--- src/rtl/mc_pkg.sv ---
// Shared constants for the multicycle controller: opcode/func codes, FSM states,
// ALU operation codes and the datapath control bundle.
package mc_pkg;

    localparam logic [5:0] OP_RTYPE = 6'b000000;
    localparam logic [5:0] OP_LW    = 6'b100011;
    localparam logic [5:0] OP_SW    = 6'b101011;
    localparam logic [5:0] OP_ADDI  = 6'b001000;
    localparam logic [5:0] OP_ADDIU = 6'b001001;
    localparam logic [5:0] OP_SLTI  = 6'b001010;
    localparam logic [5:0] OP_BEQ   = 6'b000100;
    localparam logic [5:0] OP_J     = 6'b000010;
    localparam logic [5:0] OP_JAL   = 6'b000011;

    localparam logic [5:0] FN_JR  = 6'b001000;
    localparam logic [5:0] FN_SUB = 6'b100010;
    localparam logic [5:0] FN_SLT = 6'b101010;

    localparam logic [2:0] ALU_ADD = 3'b010;
    localparam logic [2:0] ALU_SUB = 3'b011;
    localparam logic [2:0] ALU_SLT = 3'b100;

    localparam logic [1:0] SRCB_REG  = 2'b00;
    localparam logic [1:0] SRCB_FOUR = 2'b01;
    localparam logic [1:0] SRCB_IMM  = 2'b10;
    localparam logic [1:0] SRCB_BR   = 2'b11;

    localparam logic [1:0] DST_RT = 2'b00;
    localparam logic [1:0] DST_RD = 2'b01;
    localparam logic [1:0] DST_RA = 2'b10;

    localparam logic [1:0] PC_ALU  = 2'b00;
    localparam logic [1:0] PC_BR   = 2'b01;
    localparam logic [1:0] PC_JUMP = 2'b10;
    localparam logic [1:0] PC_REG  = 2'b11;

    typedef enum logic [3:0] {
        FETCH, DECODE, MEMADR, MEMRD, MEMWB, MEMWR, REXEC,
        RWB, IEXEC, IWB, BEQ, JMP, JAL, JR
    } state_t;

    typedef struct packed {
        logic       pc_write;
        logic       pc_write_cond;
        logic       iord;
        logic       mem_read;
        logic       mem_write;
        logic       ir_write;
        logic       mem_to_reg;
        logic       reg_write;
        logic       alu_src_a;
        logic       data_c;
        logic [1:0] reg_dst;
        logic [1:0] alu_src_b;
        logic [1:0] pc_source;
        logic [2:0] alu_op;
        logic       instr_done;
    } ctrl_t;

    // DECODE dispatch; FETCH here means an unrecognised instruction.
    function automatic state_t decode_next(input logic [5:0] opcode, input logic [5:0] func);
        state_t nxt;
        case (opcode)
            OP_LW, OP_SW:               nxt = MEMADR;
            OP_RTYPE:                   nxt = (func == FN_JR) ? JR : REXEC;
            OP_ADDI, OP_ADDIU, OP_SLTI: nxt = IEXEC;
            OP_BEQ:                     nxt = BEQ;
            OP_J:                       nxt = JMP;
            OP_JAL:                     nxt = JAL;
            default:                    nxt = FETCH;
        endcase
        return nxt;
    endfunction

endpackage

--- src/rtl/mc_alu_decode.sv ---
// R-type func field to ALU operation code.
module mc_alu_decode
    import mc_pkg::*;
(
    input  logic [5:0] func,
    output logic [2:0] aluop
);

    always_comb begin
        case (func)
            FN_SUB:  aluop = ALU_SUB;
            FN_SLT:  aluop = ALU_SLT;
            default: aluop = func[2:0];
        endcase
    end

endmodule

--- src/rtl/multicycle_controller.sv ---
// Multicycle MIPS-style control FSM. Define MC_MEM_WAIT_EN to make FETCH, MEMRD
// and MEMWR stall on mem_ready; otherwise each memory state takes one cycle.
module multicycle_controller
    import mc_pkg::*;
(
    input  logic       clk,
    input  logic       rst,
    input  logic [5:0] opcode,
    input  logic [5:0] func,
    input  logic       mem_ready,
    output logic       PCWrite,
    output logic       PCWriteCond,
    output logic       IorD,
    output logic       MemRead,
    output logic       MemWrite,
    output logic       IRWrite,
    output logic       MemtoReg,
    output logic       RegWrite,
    output logic       AluSrcA,
    output logic       DataC,
    output logic [1:0] RegDst,
    output logic [1:0] AluSrcB,
    output logic [1:0] PCSource,
    output logic [2:0] AluOperation,
    output logic       InstrDone
);

    state_t     state;
    logic [2:0] alu_func;
    logic [2:0] alu_hold;
    logic       mem_ok;
    ctrl_t      ctrl;

`ifdef MC_MEM_WAIT_EN
    assign mem_ok = mem_ready;
`else
    logic unused_mem_ready;
    assign unused_mem_ready = mem_ready;
    assign mem_ok           = 1'b1;
`endif

    mc_alu_decode u_alu_decode (
        .func  (func),
        .aluop (alu_func)
    );

    // RWB must keep the op chosen in REXEC even if func moves afterwards.
    always_ff @(posedge clk) begin
        if (rst) begin
            state    <= FETCH;
            alu_hold <= '0;
        end else begin
            case (state)
                FETCH:   if (mem_ok) state <= DECODE;
                DECODE:  state <= decode_next(opcode, func);
                MEMADR:  state <= (opcode == OP_SW) ? MEMWR : MEMRD;
                MEMRD:   if (mem_ok) state <= MEMWB;
                MEMWR:   if (mem_ok) state <= FETCH;
                REXEC: begin
                    state    <= RWB;
                    alu_hold <= alu_func;
                end
                IEXEC:   state <= IWB;
                default: state <= FETCH;
            endcase
        end
    end

    always_comb begin
        ctrl = '0;
        if (!rst) begin
            case (state)
                FETCH: begin
                    ctrl.mem_read  = 1'b1;
                    ctrl.ir_write  = mem_ok;
                    ctrl.pc_write  = mem_ok;
                    ctrl.alu_src_b = SRCB_FOUR;
                    ctrl.alu_op    = ALU_ADD;
                    ctrl.pc_source = PC_ALU;
                end
                DECODE: begin
                    ctrl.alu_src_b  = SRCB_BR;
                    ctrl.alu_op     = ALU_ADD;
                    ctrl.instr_done = (decode_next(opcode, func) == FETCH);
                end
                MEMADR: begin
                    ctrl.alu_src_a = 1'b1;
                    ctrl.alu_src_b = SRCB_IMM;
                    ctrl.alu_op    = ALU_ADD;
                end
                MEMRD: begin
                    ctrl.mem_read = 1'b1;
                    ctrl.iord     = 1'b1;
                end
                MEMWB: begin
                    ctrl.reg_write  = 1'b1;
                    ctrl.mem_to_reg = 1'b1;
                    ctrl.reg_dst    = DST_RT;
                    ctrl.instr_done = 1'b1;
                end
                MEMWR: begin
                    ctrl.mem_write  = 1'b1;
                    ctrl.iord       = 1'b1;
                    ctrl.instr_done = mem_ok;
                end
                REXEC: begin
                    ctrl.alu_src_a = 1'b1;
                    ctrl.alu_src_b = SRCB_REG;
                    ctrl.alu_op    = alu_func;
                end
                RWB: begin
                    ctrl.reg_write  = 1'b1;
                    ctrl.reg_dst    = DST_RD;
                    ctrl.alu_op     = alu_hold;
                    ctrl.instr_done = 1'b1;
                end
                IEXEC: begin
                    ctrl.alu_src_a = 1'b1;
                    ctrl.alu_src_b = SRCB_IMM;
                    ctrl.alu_op    = (opcode == OP_SLTI) ? ALU_SLT : ALU_ADD;
                end
                IWB: begin
                    ctrl.reg_write  = 1'b1;
                    ctrl.reg_dst    = DST_RT;
                    ctrl.instr_done = 1'b1;
                end
                BEQ: begin
                    ctrl.alu_src_a     = 1'b1;
                    ctrl.alu_src_b     = SRCB_REG;
                    ctrl.alu_op        = ALU_SUB;
                    ctrl.pc_write_cond = 1'b1;
                    ctrl.pc_source     = PC_BR;
                    ctrl.instr_done    = 1'b1;
                end
                JMP: begin
                    ctrl.pc_write   = 1'b1;
                    ctrl.pc_source  = PC_JUMP;
                    ctrl.instr_done = 1'b1;
                end
                JAL: begin
                    ctrl.pc_write   = 1'b1;
                    ctrl.pc_source  = PC_JUMP;
                    ctrl.reg_write  = 1'b1;
                    ctrl.reg_dst    = DST_RA;
                    ctrl.data_c     = 1'b1;
                    ctrl.instr_done = 1'b1;
                end
                JR: begin
                    ctrl.pc_write   = 1'b1;
                    ctrl.pc_source  = PC_REG;
                    ctrl.instr_done = 1'b1;
                end
                default: ctrl = '0;
            endcase
        end
    end

    assign PCWrite      = ctrl.pc_write;
    assign PCWriteCond  = ctrl.pc_write_cond;
    assign IorD         = ctrl.iord;
    assign MemRead      = ctrl.mem_read;
    assign MemWrite     = ctrl.mem_write;
    assign IRWrite      = ctrl.ir_write;
    assign MemtoReg     = ctrl.mem_to_reg;
    assign RegWrite     = ctrl.reg_write;
    assign AluSrcA      = ctrl.alu_src_a;
    assign DataC        = ctrl.data_c;
    assign RegDst       = ctrl.reg_dst;
    assign AluSrcB      = ctrl.alu_src_b;
    assign PCSource     = ctrl.pc_source;
    assign AluOperation = ctrl.alu_op;
    assign InstrDone    = ctrl.instr_done;

endmodule

--- config.mk ---
export PLATFORM = sky130hd
export DESIGN_NAME = multicycle_controller
export DESIGN_NICKNAME = d
export VERILOG_FILES = /design/src/rtl/mc_pkg.sv /design/src/rtl/mc_alu_decode.sv /design/src/rtl/multicycle_controller.sv
export SDC_FILE = /design/constraint.sdc
export NUM_CORES = 1
export LEC_CHECK = 0
export CORE_UTILIZATION = 39
export DETAILED_ROUTE_END_ITERATION = 7
export PLACE_DENSITY = 0.76
export SKIP_CTS_REPAIR_TIMING = 1
export SLEW_MARGIN = 5
export SYNTH_ARGS = -nofsm -noshare
export SYNTH_HDL_FRONTEND = slang
export SYNTH_SLANG_ARGS = --single-unit
--- constraint.sdc ---
create_clock -name clk -period 2.5 [get_ports clk]
set_input_delay 0.75 -clock clk [delete_from_list [all_inputs] [get_ports clk]]
set_output_delay 0.75 -clock clk [all_outputs]
set_load 0.02 [all_outputs]
==> flow_metrics.py, run 1 <==
metrics = {
    "clocking": {
        "cts-root-buf": "clkbuf_4",
        "cts_max_level": 1,
        "cts_sinks": 7,
        "cts.clk_slew.worst_paths_ps": 50,
        "clock_path_buffers": 2,
        "cts_buffers": 3,
        "clk_latency_ps": 270,
        "cts_tree": "done",
    },
    "global_routing": {
        "grt_pass1_wl_um": 5720,
        "grt.overflow.total": 0,
        "grt_use_total": 0.294,
        "grt_max_degree": 10,
        "grt_pass1_vias": 1309,
        "antenna_found_initial": 0,
    },
    "detailed_routing": {
        "num_vias": 1430,
        "drtAntennaViolNets": 0,
        "remaining_drc_errors": 0,
        "drt-initial-drc-count": 49,
        "wl_per_cell_um": 16.6,
        "wl_um": 4030,
        "first_pass_iters": 6,
        "viasPerCell": 5.88,
    },
    "worst_setup_path": {
        "path_class": "in -> out",
        "crit_start": "opcode[2]",
        "critPathRequiredTime_ps": 1750,
        "r2r-start": "state[0]",
        "arrival_ps": 1990,
        "cp-start-kind": "input port",
        "endpoint_kind": "output port",
        "cp_max_fo": 3,
    },
    "pwr": {
        "p_per_area_nw_per_um2": 247,
        "peakVddDrop_v": 0.000148,
        "p_leak_nw": 0.975,
    },
    "place": {
        "placedCellCount": 234,
        "dp_hpwl_um": 2700,
        "numPortBuffers": 33,
        "place.gp.congestion": 0.924,
    },
    "synth": {
        "syn_area_per_cell_um2": 6.66,
        "synth_edf_count": 0,
        "synthCells": 135,
        "seq_area_frac_synth": 0.156,
        "yosysWarnings": 0,
        "async_flop_share": 0,
        "synth_fp_nets": 150,
        "synthFlopType": "dfxtp_1",
        "syn_area_um2": 900,
        "ys_ff_latch": 7,
        "ys_types": 47,
    },
    "floorplanning": {
        "start_util": 0.411,
        "die_y_um": 50.0,
        "core_um2": 2190,
        "rows": 17,
        "die_w_um": 50.0,
        "dieArea_um2": 2500,
        "io_pins": 35,
    },
    "sta": {
        "fin_crit_sh": 1.10,
        "grt_setup_unrepaired": "true",
        "hold_viol": 0,
        "fin_ws_ps": -244,
        "final-setup-viol-count": 4,
        "clock_skew_ps": 7.15,
        "min_period_ps": 2740,
        "fin_hold_ws_ps": 499,
        "fmaxAchievable_mhz": 364,
        "worstMarginPinSlew_ps": 469,
        "setup_tns_ps": -661,
        "max_slew_margin": 0.679,
        "slew_viol_final": 0,
    },
    "hold_path": {
        "hp-class": "reg -> reg",
        "hold_start": "alu_hold[2]",
    },
    "final_layout": {
        "nNetsFinal": 231,
        "final_cells": 243,
        "diodes": 0,
        "multi_input_area_um2": 828,
        "final_cell_mix": "55 x buf_4, 17 x nor2_1, 15 x dlymetal6s2s_1, 12 x buf_6, 9 x clkbuf_2",
        "seqCellArea_um2": 140,
        "nFillCells": 132,
        "drive_gt1_frac": 0.502,
        "area_growth_pct": 103,
        "final_common_cell": "buf_4",
        "final_util": 0.835,
    },
    "status": {
        "status": "finished, violations left",
        "violations": "setup timing",
    },
    "flow_run": {
        "drv_cap": 0,
    },
}
## cell usage after synthesis, drive strengths merged, types with 2 or more instances
cell type,instances,area (µm²)
or3,3,23.8
nand2,8,30.0
dfxtp,7,140
nand3b,2,15.0
a2111oi,2,17.5
a31oi,5,31.3
buf,10,56.3
nor2b,5,31.3
clkbuf,5,18.8
xor2,2,17.5
nor3,8,40.0
nor4,3,18.8
a21oi,8,40.0
a221o,2,21.3
o21a,2,15.0
inv,5,18.8
o22ai,3,18.8
o41ai,2,25.0
nor2,19,71.3
and3,2,13.8
o21ai,6,30.0
nand3,3,15.0
nand2b,5,31.3
a211oi,3,22.5
## state kept, by name, summed over array words and instances, names as in the netlist
register,flops
state,4
alu_hold,3
## path summary, 6_finish.rpt
kind,end,slack [ps],depth (start not counted)
worst max register to register,state[1],1150,4
worst max-delay path,AluOperation[1],-240,6
worst min-delay path,alu_hold[2],500,2
worst min register to register,alu_hold[2],500,2
## worst max-delay path, stage by stage
cell and delay [ps]:
buf_6 90, or3_4 410, o31a_4 360, o21ai_4 150
a31oi_4 90, buf_6 140
## area by class of cell
| class | instances | area share |
|---|---|---|
| clock buffer | 4 | 0.0144 |
| sequential | 7 | 0.0766 |
| multi-input combinational | 108 | 0.453 |
| inverter | 5 | 0.0103 |
| timing repair buffer | 91 | 0.427 |
| tap | 28 | 0.0192 |
## where the power goes
| part | total [mW] | switching (mW) | internal (mW) | leakage [nW] |
|---|---|---|---|---|
| Combinational | 0.217 | 0.106 | 0.111 | 0.903 |
| Sequential | 0.119 | 0.00488 | 0.114 | 0.0567 |
| Clock | 0.115 | 0.0535 | 0.0617 | 0.0150 |
## kinds of logic (layout without fill, tap and decap cells)
group | after synthesis | in the layout | synth area share
and+or+nand+nor | 61 | 61 | 0.356
AOI/OAI and AO/OA | 42 | 42 | 0.331
buffers and inverters | 20 | 100 | 0.104
DFF | 7 | 7 | 0.156
xor gates and xnor gates | 3 | 3 | 0.0292
muxes | 2 | 2 | 0.0236
## stage by stage
stage,power (mW),cell area (µm²),setup WS [ps]
after CTS,0.424,1660,-978
after floorplan,0.212,958,-46.2
final,0.451,1830,-244
after global routing,0.474,1830,-286
after global placement,0.307,1640,-930
after detailed placement,0.313,1640,-975
## per-layer routing
layer | vias up | routed length, µm | share of wire | GRT usage
met3 | 33 | 204 | 0.051 | 0.0216
li1 | 659 | - | - | -
met5 | - | 0 | 0 | 0
met2 | 78 | 2170 | 0.54 | 0.576
met1 | 660 | 1460 | 0.36 | 0.313
met4 | 0 | 195 | 0.048 | 0.119
(Power assumes the default switching activity.)
==> run 2: changes to the inputs <==
--- a/config.mk
+++ b/config.mk
@@ -5,9 +5,11 @@
 export SDC_FILE = /design/constraint.sdc
 export NUM_CORES = 1
 export LEC_CHECK = 0
-export CORE_UTILIZATION = 39
+export ABC_AREA = 1
+export CORE_ASPECT_RATIO = 0.6
+export CORE_UTILIZATION = 31
 export DETAILED_ROUTE_END_ITERATION = 7
-export PLACE_DENSITY = 0.76
+export PLACE_DENSITY = 0.62
 export SKIP_CTS_REPAIR_TIMING = 1
 export SLEW_MARGIN = 5
 export SYNTH_ARGS = -nofsm -noshare
==> flow_metrics.py, run 2 <==
metrics = {
    "synth": {
        "synthFlopType": "dfxtp_1",
        "yosysWarnings": 0,
        "syn_area_um2": 900,
        "synth_top_area_cell": "dfxtp_1",
        "yosysMostFrequentCell": "nand2_1",
        "ys_ff_latch": 7,
        "synth.area.top_cells": "dfxtp_1 16%, nand2_1 15%, nor2_1 11%",
        "synthCells": 162,
        "synth_fp_nets": 177,
        "yosys-top-cells-count": "36 x nand2_1, 27 x nor2_1, 23 x inv_1",
        "ys_types": 25,
        "syn_area_per_cell_um2": 5.55,
        "async_flop_share": 0,
        "synth_edf_count": 0,
        "seq_area_frac_synth": 0.156,
        "synth_top_area_share": 0.156,
    },
    "sta": {
        "fin_ws_ps": 50.2,
        "slew_viol_final": 0,
        "setup_tns_ps": 0,
        "final-setup-viol-count": 0,
        "worstMarginPinSlew_ps": 338,
        "max_slew_margin": 0.774,
        "fmaxAchievable_mhz": 408,
        "fin_crit_sh": 0.980,
        "min_period_ps": 2450,
        "hold_viol": 0,
        "clock_skew_ps": 1.82,
    },
    "final_layout": {
        "nFillCells": 254,
        "final_util": 0.562,
        "final_cell_mix": "34 x nand2_1, 22 x buf_4, 20 x nor2_1, 19 x inv_1, 15 x dlymetal6s2s_1",
        "diodes": 0,
        "reg_top3": "state x4, alu_hold x3",
        "area_growth_pct": 64.3,
        "nNetsFinal": 234,
        "final_common_cell": "nand2_1",
        "drive_gt1_frac": 0.408,
        "final_cells": 250,
        "largest_register_ffs": 4,
        "top_register": "state",
    },
    "floorplanning": {
        "start_util": 0.342,
        "die_y_um": 43.7,
        "core_um2": 2630,
        "rows": 14,
        "io_pins": 35,
        "die_w_um": 71.5,
        "dieArea_um2": 3130,
    },
    "detailed_routing": {
        "drtAntennaViolNets": 0,
        "wl_per_cell_um": 11.9,
        "drt-initial-drc-count": 69,
        "viasPerCell": 4.85,
        "num_vias": 1213,
        "first_pass_iters": 4,
        "remaining_drc_errors": 0,
        "wl_um": 2980,
    },
    "clocking": {
        "clock_path_buffers": 2,
        "clk_latency_ps": 220,
        "cts_max_level": 1,
        "cts-root-buf": "clkbuf_8",
        "cts.clk_slew.worst_paths_ps": 40,
        "cts_buffers": 3,
        "cts_tree": "done",
        "cts_sinks": 7,
    },
    "global_routing": {
        "antenna_found_initial": 0,
        "grt_pass1_wl_um": 4620,
        "grt_pass1_vias": 1044,
        "grt_use_total": 0.193,
        "grt.overflow.total": 0,
        "grt_max_degree": 16,
    },
    "worst_setup_path": {
        "cp_max_fo": 6,
        "critPathRequiredTime_ps": 1750,
        "cpPeakStageDelay_ps": 200,
        "slowest_stage": "o21a_1",
        "arrival_ps": 1700,
        "path_class": "in -> out",
        "cp_top_family": "compound AO/OA/AOI/OAI gates",
        "endpoint_kind": "output port",
        "cp_num_buf_inv": 2,
        "path_cells": "dlymetal6s2s_1 -> nor2_4 -> nand3_2 -> o21a_1 -> a21oi_2 -> buf_6",
        "cp-start-kind": "input port",
    },
    "status": {
        "status": "completed",
    },
    "flow_run": {
        "drv_cap": 0,
    },
    "hold_path": {
        "hp-class": "reg -> reg",
    },
    "pwr": {
        "peakVddDrop_v": 0.000261,
        "p_leak_nw": 0.946,
        "p_per_area_nw_per_um2": 288,
    },
    "place": {
        "dpl_worst_slack_ps": -799,
        "placedCellCount": 243,
        "dp_hpwl_um": 2260,
        "numPortBuffers": 33,
        "place.gp.congestion": 0.950,
    },
}
run 2: changes by cell type in the layout (fill, tap and decap cells not counted), sizes merged, moves of 6 or more:
cell,before,now
nand3,3,13
a21oi,8,14
nor2,19,37
inv,5,33
nand2,8,40
buf,67,27
run 2: final timing paths:
check                           slack [ps]  cells past startpoint        start              end
worst max-delay path                    50                      6    opcode[4]  AluOperation[2]
worst min-delay path                   460                      2  alu_hold[0]      alu_hold[0]
worst max register to register        1150                      8     state[3]         state[2]
worst min register to register         460                      2  alu_hold[0]      alu_hold[0]
run 2: cells by family (layout without fill, tap and decap cells):
kind of cell	after synthesis	count (layout)	share of synthesized area
AOI/OAI and AO/OA	23	23	0.147
buffers and inverters	36	92	0.160
DFF	7	7	0.156
and+or+nand+nor	96	96	0.537
run 2: worst register-to-register path: cells and delay by family (launching register included):
family,cells,cell delay [ps]
AND/OR/NAND/NOR,5,470
buffers and inverters,3,250
flip-flops,1,510
run 2: stage by stage:
step                      power, mW  hold slack, ps  area, µm²
after floorplan               0.192             444        900
after global placement        0.265             453       1400
after detailed placement      0.267             456       1400
after CTS                     0.428             462       1440
after global routing          0.450             484       1480
final                         0.426             460       1480
run 2: final cells by class:
class	count	area, µm²	share of cell area
multi-input cells	119	662	0.448
repair buffers	55	462	0.312
flip-flops and latches	7	140	0.0948
inverters	33	129	0.0872
clock buffers	4	45.0	0.0305
well taps	32	40.0	0.0271
run 2: report_power, final:
group	internal (mW)	total [mW]	leakage, nW	switching (mW)
Combinational	0.0616	0.149	0.867	0.0874
Sequential	0.115	0.119	0.0567	0.00415
Clock	0.110	0.158	0.0228	0.0480
Total	0.287	0.426	0.946	0.139
run 2: per-layer routing:
metal / part of all wire / GRT usage / vias up / wire length, µm
met5: 0 / 0 / - / 0
met4: 0 / 0.0118 / 0 / 0
met1: 0.49 / 0.278 / 546 / 1470
met2: 0.44 / 0.297 / 51 / 1300
met3: 0.071 / 0.0581 / 0 / 213
li1: - / - / 616 / -
